[src/rtl/fifo_arb_pkg.sv]
// Shared types and default sizing for the dual-clock FIFO write-side arbiter.
package fifo_arb_pkg;

  localparam int unsigned DEF_WIDTH     = 8;
  localparam int unsigned DEF_NUM_REQ   = 4;
  localparam int unsigned DEF_MAX_BURST = 16;

  typedef enum logic {
    ST_IDLE  = 1'b0,
    ST_GRANT = 1'b1
  } state_t;

endpackage

[src/rtl/rr_pick.sv]
// Combinational round-robin picker: first set request after last_ptr, wrapping.
module rr_pick #(
  parameter int unsigned NUM_REQ = 4,
  parameter int unsigned IDX_W   = $clog2(NUM_REQ)
) (
  input  logic [NUM_REQ-1:0] req,
  input  logic [IDX_W-1:0]   last_ptr,
  output logic               any,
  output logic [IDX_W-1:0]   idx
);

  localparam int unsigned SUM_W = IDX_W + 1;

  logic [SUM_W-1:0] sum;
  logic [IDX_W-1:0] cand;

  // Offset k=NUM_REQ lands back on last_ptr itself, so it has lowest priority.
  always_comb begin
    any  = 1'b0;
    idx  = '0;
    sum  = '0;
    cand = '0;
    for (int unsigned k = 1; k <= NUM_REQ; k++) begin
      sum = {1'b0, last_ptr} + SUM_W'(k);
      if (sum >= SUM_W'(NUM_REQ)) begin
        sum = sum - SUM_W'(NUM_REQ);
      end
      cand = sum[IDX_W-1:0];
      if (!any && req[cand]) begin
        any = 1'b1;
        idx = cand;
      end
    end
  end

endmodule

[src/rtl/fifo_wr_arbiter.sv]
// Round-robin arbiter sharing the FIFO write port among packet sources;
// a grant lasts until the owner's last beat or the burst cap.
module fifo_wr_arbiter
  import fifo_arb_pkg::*;
#(
  parameter int unsigned WIDTH     = DEF_WIDTH,
  parameter int unsigned NUM_REQ   = DEF_NUM_REQ,
  parameter int unsigned MAX_BURST = DEF_MAX_BURST,
  parameter int unsigned IDX_W     = $clog2(NUM_REQ)
) (
  input  logic                     wr_clk,
  input  logic                     reset,
  input  logic [NUM_REQ-1:0]       req_valid,
  input  logic [NUM_REQ*WIDTH-1:0] req_data,
  input  logic [NUM_REQ-1:0]       req_last,
  output logic [NUM_REQ-1:0]       req_ready,
  input  logic                     wr_full,
  output logic                     wr_en,
  output logic [WIDTH-1:0]         wr_data,
  output logic [IDX_W-1:0]         grant_id,
  output logic                     busy
);

  localparam int unsigned CNT_W = $clog2(MAX_BURST) + 1;

  state_t           state, state_next;
  logic [IDX_W-1:0] last_ptr, last_ptr_next;
  logic [IDX_W-1:0] grant_next;
  logic [CNT_W-1:0] beat_cnt, beat_cnt_next, beat_inc;

  logic             pick_any;
  logic [IDX_W-1:0] pick_idx;

  logic             owner_valid;
  logic             owner_last;
  logic [WIDTH-1:0] owner_data;
  logic             xfer;

  rr_pick #(
    .NUM_REQ (NUM_REQ),
    .IDX_W   (IDX_W)
  ) u_pick (
    .req      (req_valid),
    .last_ptr (last_ptr),
    .any      (pick_any),
    .idx      (pick_idx)
  );

  // Select the current owner's beat.
  always_comb begin
    owner_valid = 1'b0;
    owner_last  = 1'b0;
    owner_data  = '0;
    for (int unsigned i = 0; i < NUM_REQ; i++) begin
      if (grant_id == IDX_W'(i)) begin
        owner_valid = req_valid[i];
        owner_last  = req_last[i];
        owner_data  = req_data[i*WIDTH +: WIDTH];
      end
    end
  end

  assign busy     = (state == ST_GRANT);
  assign beat_inc = beat_cnt + CNT_W'(1);

  // Next-state and write-port outputs; reset blocks any transfer in its cycle.
  always_comb begin
    state_next    = state;
    last_ptr_next = last_ptr;
    grant_next    = grant_id;
    beat_cnt_next = beat_cnt;
    req_ready     = '0;
    wr_en         = 1'b0;
    wr_data       = '0;
    xfer          = 1'b0;

    case (state)
      ST_IDLE: begin
        if (pick_any) begin
          grant_next    = pick_idx;
          beat_cnt_next = '0;
          state_next    = ST_GRANT;
        end
      end

      ST_GRANT: begin
        for (int unsigned i = 0; i < NUM_REQ; i++) begin
          req_ready[i] = (grant_id == IDX_W'(i)) && !wr_full && !reset;
        end
        xfer = owner_valid && !wr_full && !reset;
        if (xfer) begin
          wr_en         = 1'b1;
          wr_data       = owner_data;
          beat_cnt_next = beat_inc;
          if (owner_last || (beat_inc == CNT_W'(MAX_BURST))) begin
            state_next    = ST_IDLE;
            last_ptr_next = grant_id;
          end
        end
      end

      default: begin
        state_next = ST_IDLE;
      end
    endcase
  end

  always_ff @(posedge wr_clk) begin
    if (reset) begin
      state    <= ST_IDLE;
      last_ptr <= IDX_W'(NUM_REQ - 1);
      beat_cnt <= '0;
      grant_id <= '0;
    end else begin
      state    <= state_next;
      last_ptr <= last_ptr_next;
      beat_cnt <= beat_cnt_next;
      grant_id <= grant_next;
    end
  end

endmodule

[config.mk]
export PLATFORM = sky130hd
export DESIGN_NAME = fifo_wr_arbiter
export DESIGN_NICKNAME = d
export VERILOG_FILES = /design/src/rtl/fifo_arb_pkg.sv /design/src/rtl/rr_pick.sv /design/src/rtl/fifo_wr_arbiter.sv
export SDC_FILE = /design/constraint.sdc
export NUM_CORES = 1
export LEC_CHECK = 0
export CORE_UTILIZATION = 39
export DETAILED_ROUTE_END_ITERATION = 10
export PLACE_DENSITY = 0.86
export RECOVER_POWER = 100
export SLEW_MARGIN = 20
export SYNTH_ARGS = -nofsm -noshare
export SYNTH_HDL_FRONTEND = slang
export SYNTH_SLANG_ARGS = --single-unit
[constraint.sdc]
create_clock -name wr_clk -period 2.9 [get_ports wr_clk]
set_input_delay 0.435 -clock wr_clk [delete_from_list [all_inputs] [get_ports wr_clk]]
set_output_delay 0.435 -clock wr_clk [all_outputs]
set_load 0.01 [all_outputs]
Word-level counts from Yosys, hierarchy flattened:

Index checks and enable logic that the tools add are counted.

* flip-flop bits (word level): 10
* word-level logic and storage cells: 95

* add/sub/neg operators: 9
* $lt $le $gt $ge: 8
* equal/unequal tests: 6
* multiplexer cells: 44
* bitwise operators: 1
* reduce and logical (&&, ||, !) cells: 23

Operators with widths (number)
* 2-to-1 mux 8 bit: 6
* 2-to-1 mux 1 bit: 21
* 2-to-1 mux 2 bit: 8
* logical AND 1 bit: 13
* greater-or-equal comparator 3 bit, second input constant: 4
* < comparator 2 x 3 -> 1 bit, second input constant: 4
* 2-to-1 mux 5 bit: 2
* one-hot mux 5 bit (2 select lines): 1
* binary-select mux 1 bit (select 2 bit): 4
* subtractor 2 x 1 -> 2 bit, second input constant: 4
* adder 2 x 2 -> 3 bit, second input constant: 2
* adder 5 x 1 -> 5 bit, second input constant: 1
* == test 5 bit, second input constant: 1
* zero test 1 bit: 5
* == test 2 bit, second input constant: 2
* 2-to-1 mux 4 bit: 1
* AND reduction 2 bit: 2
* adder 2 x 1 -> 3 bit, second input constant: 1
* adder 2 x 3 -> 3 bit, second input constant: 1
* AND reduction 3 bit: 1
* == test 2 x 1 -> 1 bit, second input constant: 1
* zero test 2 bit: 1
* != test 2 x 1 -> 1 bit, second input constant: 1
* != test 2 bit, second input constant: 1
* 3 further kinds: 3

Logic depth before layout (Yosys ltp):

* word-level depth: 17
* mapped depth: 8
* gate-level depth less buffers: 6

By module:

A second synthesis with hierarchy kept.

* cells, all modules: 103
* area, all modules: 928.4 sq um

Modules (own cells, without submodules)
* fifo_wr_arbiter: times used 1, cells each 89, area an instance 837.1 sq um, seq. area each 200.2 sq um
* rr_pick: times used 1, cells each 14, area an instance 91.3 sq um, seq. area each 0.0 sq um

Worst setup path after synthesis:

Ideal clock, no wire load.

* path type: register to output
* start: register grant_id[0]
* end: output wr_data[0]
* arrival time: 1.520 ns
* data required time: 2.465 ns
* slack: 0.945 ns
* stages on the path, launching flop included: 5
* path buffers: 2
* cells stage by stage: dfxtp_1 -> buf_2 -> buf_2 -> mux4_2 -> and2_1

* cells in the longest elaborated chain, start to end: 9

Ends and longest elaborated chain
* start, declared: line fifo_wr_arbiter.sv:20 `output logic [IDX_W-1:0] grant_id,`
* start signal, assigned: line fifo_wr_arbiter.sv:118 `grant_id <= grant_next;`
* zero test 2 bit: line fifo_wr_arbiter.sv:55 `if (grant_id == IDX_W'(i)) begin`
* 2-to-1 mux 1 bit (4 in series): line fifo_wr_arbiter.sv:55
* logical AND 1 bit (2 in series): line fifo_wr_arbiter.sv:90 `xfer = owner_valid && !wr_full && !reset;`
* 2-to-1 mux 8 bit (*): line fifo_wr_arbiter.sv:91 `if (xfer) begin`
* 2-to-1 mux 8 bit (*): line fifo_wr_arbiter.sv:77 `case (state)`
* end, declared: line fifo_wr_arbiter.sv:19 `output logic [WIDTH-1:0] wr_data,`

Mark *: on every way between the ends. The rest lies on a longest branch, timed or not.

Worst setup path after layout:

* start: input req_valid[0]
* end: output wr_data[2]

* cells in the longest elaborated chain, start to end: 8

Ends and longest elaborated chain
* start, declared: line fifo_wr_arbiter.sv:13 `input logic [NUM_REQ-1:0] req_valid,`
* 2-to-1 mux 1 bit (4 in series): line fifo_wr_arbiter.sv:55
* logical AND 1 bit (2 in series): line fifo_wr_arbiter.sv:90
* 2-to-1 mux 8 bit: line fifo_wr_arbiter.sv:91
* 2-to-1 mux 8 bit: line fifo_wr_arbiter.sv:77

No other way between the ends.

==> run summary <==
P per Cell Area: 265 mW/mm^2
Syn Area/Cell: 8.92 sq um
Final hold violation count: 0
Most frequent cells in the layout: clkdlybuf4s50_1 (52), dfxtp_1 (9), mux4_2 (8), nand3_1 (8), inv_1 (7)
Initial core utilization: 41.1%
Max-cap violation count: 0
Die X: 50.3 um
CTS buffer count: 3
Post-CTS Setup Bufs: 0
Routed Wire Length: 2790 um
R2r setup slk: 970 ps
Pre-CTS setup slack: 155 ps
Delay-heaviest family, CP: buffers and inverters
Internal power: 0.295 mW
DP HPWL: 2320 um
DRC: 2
Register area share after synthesis: 22.0%
Mux contribution to synthesized area: 27.1%
CP endpoint: wr_data[2]
Period utilization: 94.5%
Worst hold path startpoint: beat_cnt[1]
Met2 global-route usage: 45.3%
Worst r2r path cells: 7
Initial drt markers: 13
Core box area: 0.00221 sq mm
Placed instance area: 0.00151 sq mm
Worst-path clk slew: 60 ps
Req. time, crit path: 2470 ps
Clk_skew: 2.39 ps
Pleak: 0.572 nW
Failing checks: design-rule violations
Die area: 0.00253 sq mm
Gate Count Post-Synth: 102
Hold_buf cts: 0
Post-synthesis async set-or-reset flop share: 0%
Initial antenna violation count: 0
Fin worst setup slack: 160 ps
Critical path launch point type: input port
TritonCTS clock tree: yes
Reg2reg start: grant_id[1]
Vias in the first global route: 1005
Relative slew slack: 67.5%
Hold Crit Class: reg2reg
Hold slack: 534 ps
Antenna diodes: 0
WP depth: 7
Met3 Track Usage GR: 3.94%
Layout cells sized above 1: 11.3%
Met1 usage in global routing: 28.9%
Psw: 0.110 mW
CP endpoint kind: output port
GP Congestion: 0.831
Clock buffer depth: 2
Pins Over Slew Limit: 0
Synth warnings: 0
CP Data Arrival Time: 2310 ps
Mapped Area: 910 sq um
Period minus WS final: 2740 ps
Top Ports: 59
Synth Area in Adders: 1.38%
Total GRT Usage: 24.8%
Buffers and inverters on the worst path: 4
FMAX: 365 MHz
Post-synthesis compound-gate area fraction: 14.6%
Final setup vio count: 0
Setup crit start: req_valid[0]
Critical-path cell list: clkdlybuf4s50_1, inv_1, o21ai_1, o211ai_4, inv_1, and2_0, clkdlybuf4s50_1
Clk pwr share: 22.9%
CTS sink count: 10
Crit path max fanout: 10
TritonRoute pass-1 iters: 7
Top_reg_cell synth: dfxtp_1
Critical path's slowest cell: clkdlybuf4s50_1
Synth Area in Simple Gates: 27.1%
Status: complete, but fails checks
Max H-tree Level: 1
Most common cell after layout, fill and taps aside: clkdlybuf4s50_1
Per-cell routed wire length: 14.9 um
Sw Share: 27.1%
Global route hottest layer: met2
# rows: 17
Worst-Skew Late Latency: 260 ps
Nets@finish: 205
Seq cells post-synth: 10
Largest family of logic cells by synthesized area: simple AND/OR/NAND/NOR gates
Distinct cells, synth: 34
RSZ-0062 raised after global routing: no
# port buffers: 58
Grt total ovfl: 0
Global-route wire length before repair: 4750 um
Vias: 991
Clock Tree Root: clkbuf_4
Crit Reg-Reg Endpoint: last_ptr[0]
Setup TNS: 0 ps
VDD IR-drop max: 0.247 mV
Synthesis-to-finish area growth: 67.8%
Post-synth EDFFs: 0
Slew at the pin with the worst max-slew slack: 486 ps
Slowest stage delay, CP: 550 ps
Largest net degree at the start of global routing: 13
Synth Area in XOR/XNOR: 0%
Final core occ: 69.0%
Sequential power share: 39.3%
Setup Crit Path Kind: in2out
Comb power frac: 37.8%
Synthesized net count: 146
Post-route ant nets: 0
Die Ht: 50.3 um
Vias per cell: 5.30
Filler Cell Count: 170
Design area: 0.00153 sq mm
## worst min path at each step
stage,slack (ps),end,cells past startpoint
global placement,500,beat_cnt[4],2
detailed placement,530,beat_cnt[1],2
floorplan,490,beat_cnt[4],2
CTS,530,beat_cnt[1],2
global route,560,beat_cnt[4],2
finish,530,beat_cnt[1],2
## per-stage QoR
step,std cells,power [mW]
finish,187,0.404
global route,187,0.425
CTS,187,0.409
detailed placement,184,0.317
global placement,184,0.314
floorplan,102,0.231
## cell usage after synthesis (all sizes together) (2+ instances only)
cell / instances / area share, %
dfxtp: 10 / 22
mux2i: 4 / 4.4
nand2b: 2 / 1.4
nor3: 3 / 2.9
nor2b: 2 / 1.4
nand3: 8 / 4.4
or3: 3 / 2.1
clkbuf: 3 / 1.2
o22ai: 2 / 1.4
mux4: 9 / 23
nor2: 6 / 2.5
a31oi: 3 / 2.1
buf: 5 / 3.7
a211oi: 2 / 1.7
o21ai: 3 / 2.1
inv: 7 / 2.9
a21oi: 6 / 3.3
nand2: 7 / 3.2
and2: 9 / 6.2
## cell type report
| class | count | area, sq um | share of cell area [%] |
|---|---|---|---|
| well taps | 28 | 35.0 | 2.30 |
| flip-flops and latches | 10 | 201 | 13.2 |
| repair buffers | 62 | 603 | 39.5 |
| inverters | 7 | 26.3 | 1.72 |
| clock buffers | 3 | 22.5 | 1.48 |
| multi-input cells | 77 | 638 | 41.8 |
## cell families (layout without fill, tap and decap cells)
family / Yosys count / in the layout
compound gates: 19 / 19
fa+ha+maj: 1 / 1
buf+inv: 15 / 72
flops: 10 / 10
mux: 13 / 13
simple gates: 44 / 44
## registers in the layout (all words and copies together), names as in the netlist
register  flops
beat_cnt      5
busy          1
grant_id      2
last_ptr      2
## power by group through the flow
| stage | Combinational (mW) | Sequential, mW | Clock [mW] |
|---|---|---|---|
| global placement | 0.152 | 0.162 | 0 |
| CTS | 0.156 | 0.159 | 0.0947 |
| detailed placement | 0.155 | 0.162 | 0 |
| global route | 0.165 | 0.161 | 0.0998 |
| floorplan | 0.0794 | 0.152 | 0 |
| finish | 0.153 | 0.159 | 0.0927 |
## tightest hold or removal path, stage by stage (launching register included)
cell     delay [ps]
dfxtp_1         350
nand3_1          80
a21oi_1          60
## what timing repair did
item / in CTS / in global routing
endpoints found under the hold margin: 0 / 0
endpoints found under the setup margin: 0 / 3
resized for setup: 0 / 1
## per-layer routing
layer / part of all wire [%] / routed length, um / up-vias
met5: 0 / 0 / -
met4: 2.1 / 59 / 0
met3: 2.9 / 82 / 9
met2: 55 / 1530 / 30
met1: 40 / 1120 / 461
li1: - / - / 491
Note: power is estimated with default switching activity, not from simulation.
